--- config.mk ---
export PLATFORM = sky130hd
export DESIGN_NAME = rs_debounce_driver
export DESIGN_NICKNAME = d
export VERILOG_FILES = /design/src/rtl/rs_debounce_driver.sv
export SDC_FILE = /design/constraint.sdc
export NUM_CORES = 1
export LEC_CHECK = 0
export ABC_AREA = 1
export CORE_MARGIN = 2
export CORE_UTILIZATION = 45
export DETAILED_ROUTE_END_ITERATION = 10
export PLACE_DENSITY = 0.65
export SYNTH_ARGS = -nofsm -noshare
export SYNTH_HDL_FRONTEND = slang
export SYNTH_SLANG_ARGS = --single-unit
--- constraint.sdc ---
create_clock -name clk -period 0.9 [get_ports clk]
set_input_delay 0.18 -clock clk [delete_from_list [all_inputs] [get_ports clk]]
set_output_delay 0.18 -clock clk [all_outputs]
set_load 0.005 [all_outputs]
--- src/rtl/rs_debounce_driver.sv ---
// rs_debounce_driver
// Synchronizes and debounces two raw button inputs (set, reset), turns the
// rising edge of each debounced level into a one-cycle pulse for a downstream
// RS latch, and tracks the value that latch is expected to hold.
// Simultaneous rises are reported on conflict instead of driving s and r
// together, so the latch never sees its forbidden input.
// Channel 0 is set_btn, channel 1 is reset_btn.

module rs_debounce_driver #(
    parameter int DEBOUNCE = 4,
    parameter int CNT_W    = 3
) (
    input  logic clk,
    input  logic rst,
    input  logic set_btn,
    input  logic reset_btn,
    output logic s,
    output logic r,
    output logic conflict,
    output logic state
);

    // Last counter value before the debounced level is allowed to flip.
    localparam logic [CNT_W-1:0] CNT_LAST = CNT_W'(DEBOUNCE - 1);

    logic [1:0]            raw;
    logic [1:0]            meta_q;
    logic [1:0]            sync_q;
    logic [1:0]            db_q;
    logic [1:0]            db_d;
    logic [1:0]            db_prev_q;
    logic [1:0][CNT_W-1:0] cnt_q;
    logic [1:0][CNT_W-1:0] cnt_d;
    logic [1:0]            rise;
    logic                  s_q, s_d;
    logic                  r_q, r_d;
    logic                  conflict_q, conflict_d;
    logic                  state_q, state_d;

    assign raw = {reset_btn, set_btn};

    // Per-channel debounce: flip db only after DEBOUNCE consecutive mismatches.
    always_comb begin
        db_d  = db_q;
        cnt_d = cnt_q;
        for (int ch = 0; ch < 2; ch++) begin
            if (sync_q[ch] == db_q[ch]) begin
                cnt_d[ch] = '0;
            end else if (cnt_q[ch] == CNT_LAST) begin
                db_d[ch]  = sync_q[ch];
                cnt_d[ch] = '0;
            end else begin
                cnt_d[ch] = cnt_q[ch] + 1'b1;
            end
        end
    end

    // Edge arbitration: a lone rise pulses its output, a double rise only flags.
    always_comb begin
        rise       = db_q & ~db_prev_q;
        s_d        = rise[0] & ~rise[1];
        r_d        = rise[1] & ~rise[0];
        conflict_d = rise[0] & rise[1];
        if (s_q) begin
            state_d = 1'b1;
        end else if (r_q) begin
            state_d = 1'b0;
        end else begin
            state_d = state_q;
        end
    end

    // All state registers; reset clears everything at once.
    always_ff @(posedge clk or posedge rst) begin
        if (rst) begin
            meta_q     <= '0;
            sync_q     <= '0;
            db_q       <= '0;
            db_prev_q  <= '0;
            cnt_q      <= '0;
            s_q        <= 1'b0;
            r_q        <= 1'b0;
            conflict_q <= 1'b0;
            state_q    <= 1'b0;
        end else begin
            meta_q     <= raw;
            sync_q     <= meta_q;
            db_q       <= db_d;
            db_prev_q  <= db_q;
            cnt_q      <= cnt_d;
            s_q        <= s_d;
            r_q        <= r_d;
            conflict_q <= conflict_d;
            state_q    <= state_d;
        end
    end

    assign s        = s_q;
    assign r        = r_q;
    assign conflict = conflict_q;
    assign state    = state_q;

endmodule

==> reports/results.tsv, run 1 <==
metric	value	unit
WS Path Type	reg2out	
final hold vios	0	
syn_area_per_cell	10.1	um^2
failing checks	setup timing	
sequential share of the synthesized area	0.678	
Core Area	1330	um^2
top cell type's share of synthesized area	0.678	
Skew-Pair Late Insertion Delay	290	ps
FP Rows	13	
antenna diode count	0	
vias in the first global route	419	
LEAKAGE	0.425	nW
Synth area leaders	dfrtp_1 (68%), nand2_1 (9.6%), inv_1 (7.3%)	
CTS max path bufs	2	
Pwr Density	2790	nW/um^2
CP max stage cell	dfrtp_1	
WL final	932	um
Final Critical Period	989	ps
largest net degree at the start of global routing	19	
total of max-cap violations	0	
Hold-fix buffers, CTS	0	
Max FO, Critical Path	2	
Area Overhead vs Synth	27.1	%
Total GRT Usage	0.126	
share of layout cells above drive strength 1	0.346	
routed len/inst	10.0	um
Clock transition at path regs	90	ps
Seq. cell area	452	um^2
pre-CTS WS	-108	ps
Vias	434	
internal power	1.57	mW
I/O pin cnt	8	
Final Util	0.633	
multi-input logic area	221	um^2
post-route ant nets	0	
slowest stage delay, CP	390	ps
unrepaired setup endpoints after global routing	yes	
die area	1800	um^2
area of the mapped netlist	664	um^2
HPWL after DPL	629	um
NumNets Final	86	
outcome	finished with violations	
maximum vdd drop	1.36	mV
sequential share of power	0.516	
Final WS setup	-89.3	ps
highest clock rate	1.01	GHz
fin crit share	1.10	
most common cell after layout, fill and taps aside	dfrtp_1	
worst clock skew	3.89	ps
most frequent cells in the layout	dfrtp_1 (17), inv_1 (12), nand2_1 (11), nand2_2 (7)	
Final Max Slew Viols	0	
Seq cells post-synth	18	
initial core utilization	0.498	
Unique masters post-synth	10	
total gr overflow	0	
type of the most critical hold path	in2async	
Worst Hold Slack	189	ps
Net Sw Power	0.783	mW
Buf+Inv Stages, Crit Path	1	
Clock Tree Root	clkbuf_4	
die span in y	42.4	um
leading area contributor after synthesis	dfrtp_1	
DRT iter0 DRCs	3	
DRC violations left	0	
Max-slew headroom	0.872	
Gate power share	0.320	
drt first pass iters	4	
crit end category	primary output	
CTS tree	done	
synthesized instance count	66	
Die X	42.4	um
RePlAce Congestion	0.665	
CTS Buf Count	3	
Filler Cell Count	110	
crit path cell chain	buf_2	
CP startpoint kind	flop	
Worst Max-Slew Pin Slew	192	ps
Worst Path Required	720	ps
first-pass GRT wire length	1700	um
setup violators final	4	
Yosys Warn Count	0	
CTS H-Tree Depth	1	
switch share	0.332	
antenna violations before repair	0	
CTS sink cnt	18	
vias per cell	4.67	
syn_nets	72	
Clock power frac	0.164	
crit-path leading delay family	flip-flops	
critical path arrival	810	ps
input/output buffers	7	
## metrics by stage
stage	instances	power (mW)	setup TNS, ps	area [um^2]
2_1_floorplan	66	1.56	0	664
3_3_place_gp	89	1.80	-405	773
3_5_place_dp	89	1.82	-535	773
4_1_cts	93	2.21	-323	803
5_1_grt	93	2.55	-439	845
6_report	93	2.36	-283	845
## area by class of cell
class | instances | area share
inverters | 14 | 0.0622
flip-flops and latches | 18 | 0.535
well taps | 15 | 0.0222
repair buffers | 9 | 0.0919
multi-input cells | 34 | 0.262
clock buffers | 3 | 0.0267
## power groups by stage
stage          logic [mW]  registers (mW)  clock network [mW]
2_1_floorplan       0.385            1.18                   0
3_3_place_gp        0.608            1.19                   0
4_1_cts             0.612            1.20               0.401
5_1_grt             0.863            1.25               0.432
3_5_place_dp        0.620            1.20                   0
6_report            0.755            1.22               0.386
## logic make-up after synthesis
family	synth area share
fa+ha+maj	0.0377
compound gates	0.0264
buf+inv	0.0791
simple gates	0.179
flops	0.678
## synth_stat cells (all sizes together)
library cell / count
nand2: 20
dfrtp: 18
inv: 14
nor2: 7
a21oi: 2
ha: 2
nand3: 2
o21bai: 1
## sequential cells by signal, summed over array words and instances (netlist names)
register	cells
cnt_q	6
meta_q	2
conflict	1
r	1
state	1
sync_q	2
db_q	2
s	1
db_prev_q	2
## per-layer routing
layer  up-vias  global-route usage  share of wire
met5         -                   0              0
met2        11               0.200           0.44
met3         3              0.0259          0.053
li1        217                   -              -
met1       203               0.165           0.48
met4         0              0.0563          0.023
## worst paths after layout
| kind | slack, ps | cells after the start | startpoint | endpoint |
|---|---|---|---|---|
| worst max-delay path | -90 | 1 | s | s |
| worst min-delay path | 190 | 3 | rst | cnt_q[3] |
| worst max register to register | 20 | 3 | cnt_q[3] | cnt_q[4] |
| worst min register to register | 360 | 0 | meta_q[1] | sync_q[1] |
| max in group asynchronous | 580 | 3 | rst | db_q[1] |
| min in group clk | 320 | 1 | reset_btn | meta_q[1] |
## timing repair
item / 4_1_cts / 5_1_grt
gates resized for setup: 21 / 13
setup endpoints to repair: 9 / 10
pin swaps: 2 / 10
buffers inserted: 1 / 0
Note: power is estimated with default switching activity, not from simulation.
==> run 2, diff against run 1 <==
- CORE_UTILIZATION: 45 -> 51
- DONT_BUFFER_PORTS: default -> 1
==> reports/results.tsv, run 2 (synthesized netlist as in run 1, its figures left out) <==
metric	value	unit	change
outcome	finished clean		
vias per cell	4.73		+1.3%
final hold vios	0		unchanged
largest net degree at the start of global routing	19		unchanged
Area Overhead vs Synth	19.4	%	
post-route ant nets	0		unchanged
initial core utilization	0.530		+0.0323
setup violators final	0		-4
Most flops, register	cnt_q		
total gr overflow	0		unchanged
Clock Tree Root	clkbuf_4		
unrepaired setup endpoints after global routing	yes		
crit path cell chain	ha_4, nand2_4, nand2_2, nor2_2		
share of layout cells above drive strength 1	0.219		-0.127
slowest stage delay, CP	420	ps	+30 ps
worst reg2reg path depth	4		+1
crit end category	flop		
Buf+Inv Stages, Crit Path	0		-1
type of the most critical hold path	in2async		
CTS tree	done		
die span in y	40.1	um	-5.5%
worst clock skew	1.78	ps	-2.11 ps
I/O pin cnt	8		unchanged
maximum vdd drop	1.24	mV	-8.5%
Clock transition at path regs	90	ps	about the same
crit-path leading delay family	flip-flops		
CTS Buf Count	3		unchanged
Total GRT Usage	0.156		+0.0305
RePlAce Congestion	0.778		+17%
Pwr Density	2790	nW/um^2	-0.18%
Max FO, Critical Path	3		+1
most frequent cells in the layout	dfrtp_1 (18), inv_1 (13), nand2_1 (12), nand2_2 (6), nor2_1 (6)		
LEAKAGE	0.399	nW	-6.3%
fin crit share	0.994		-0.106
Die X	40.1	um	-5.5%
CTS max path bufs	2		unchanged
total of max-cap violations	0		unchanged
highest clock rate	1.12	GHz	+11%
Core Area	1250	um^2	-6.1%
DRT iter0 DRCs	3		unchanged
antenna diode count	0		unchanged
NumNets Final	81		-5.8%
WL final	992	um	+6.4%
FP Rows	13		unchanged
design area	793	um^2	-6.1%
antenna violations before repair	0		unchanged
die area	1610	um^2	-11%
Worst Path Required	1120	ps	+400 ps
Worst Hold Slack	345	ps	+156 ps
Placed Area	691	um^2	-11%
Vias	416		-4.1%
most common cell after layout, fill and taps aside	dfrtp_1		
input/output buffers	0		-7
Max-slew headroom	0.852		-0.0198
Worst Max-Slew Pin Slew	222	ps	+29.7 ps
Skew-Pair Late Insertion Delay	280	ps	about the same
routed len/inst	11.3	um	+12%
critical path arrival	1110	ps	+300 ps
DRC violations left	0		unchanged
Largest register FFs	6		unchanged
WS Path Type	reg2reg		
CTS H-Tree Depth	1		unchanged
CP max stage cell	dfrtp_1		
CTS sink cnt	18		unchanged
drt first pass iters	3		-1
CP startpoint kind	flop		
Final Max Slew Viols	0		unchanged
first-pass GRT wire length	1520	um	-11%
Critical Path Stages	4		+3
HPWL after DPL	693	um	+10%
vias in the first global route	383		-8.6%
Final Critical Period	894	ps	-95.0 ps
run 2: worst min-delay path: stages:
cell and delay (ps):
dlygate4sd3_1 530, inv_1 50, buf_4 240
run 2: cell type report:
cell class | count | area [um^2]
fill | 98 | 459
tap | 15 | 18.8
multi-input combinational | 34 | 211
inverter | 14 | 52.6
sequential | 18 | 450
clock buffer | 3 | 22.5
timing repair buffer | 4 | 37.5
run 2: power by group:
part | internal [mW] | leakage (nW) | switching, mW
registers | 1.04 | 0.228 | 0.193
logic | 0.286 | 0.157 | 0.327
clock network | 0.155 | 0.0138 | 0.208
total | 1.48 | 0.399 | 0.729
run 2: worst paths after layout:
check | startpoint | endpoint | slack [ps]
min | rst | cnt_q[2] | 350
max | cnt_q[3] | cnt_q[3] | 6
max in group asynchronous | rst | state | 370
min reg2reg | meta_q[1] | sync_q[1] | 360
min in group clk | meta_q[1] | sync_q[1] | 360
max reg2reg | cnt_q[3] | cnt_q[3] | 6
run 2: timing repair:
action                                 CTS  global route
buffers inserted                         0             0
endpoints found under the hold margin   20             0
setup endpoints to repair                6            10
resized for setup                        4             8
pin swaps                                6             7
hold buffers                             3             0
run 2: layer usage:
layer / GRT usage / share of wire / up-vias / wire, um
li1: - / - / 209 / -
met1: 0.167 / 0.40 / 196 / 395
met2: 0.262 / 0.56 / 9 / 551
met3: 0.0500 / 0.032 / 2 / 32
met4: 0.103 / 0.012 / 0 / 12
met5: 0 / 0 / - / 0
run 2: stage by stage:
step | std cells | setup WS (ps) | utilization | TNS [ps] | total power [mW]
3_3_place_gp | 82 | -27.6 | 0.551 | -49.9 | 1.65
4_1_cts | 88 | -6.48 | 0.607 | -6.48 | 2.12
6_report | 88 | 5.66 | 0.633 | 0 | 2.21
2_1_floorplan | 66 | 36.2 | - | 0 | 1.56
3_5_place_dp | 82 | -93.2 | 0.551 | -177 | 1.69
5_1_grt | 88 | -36.6 | 0.633 | -157 | 2.41
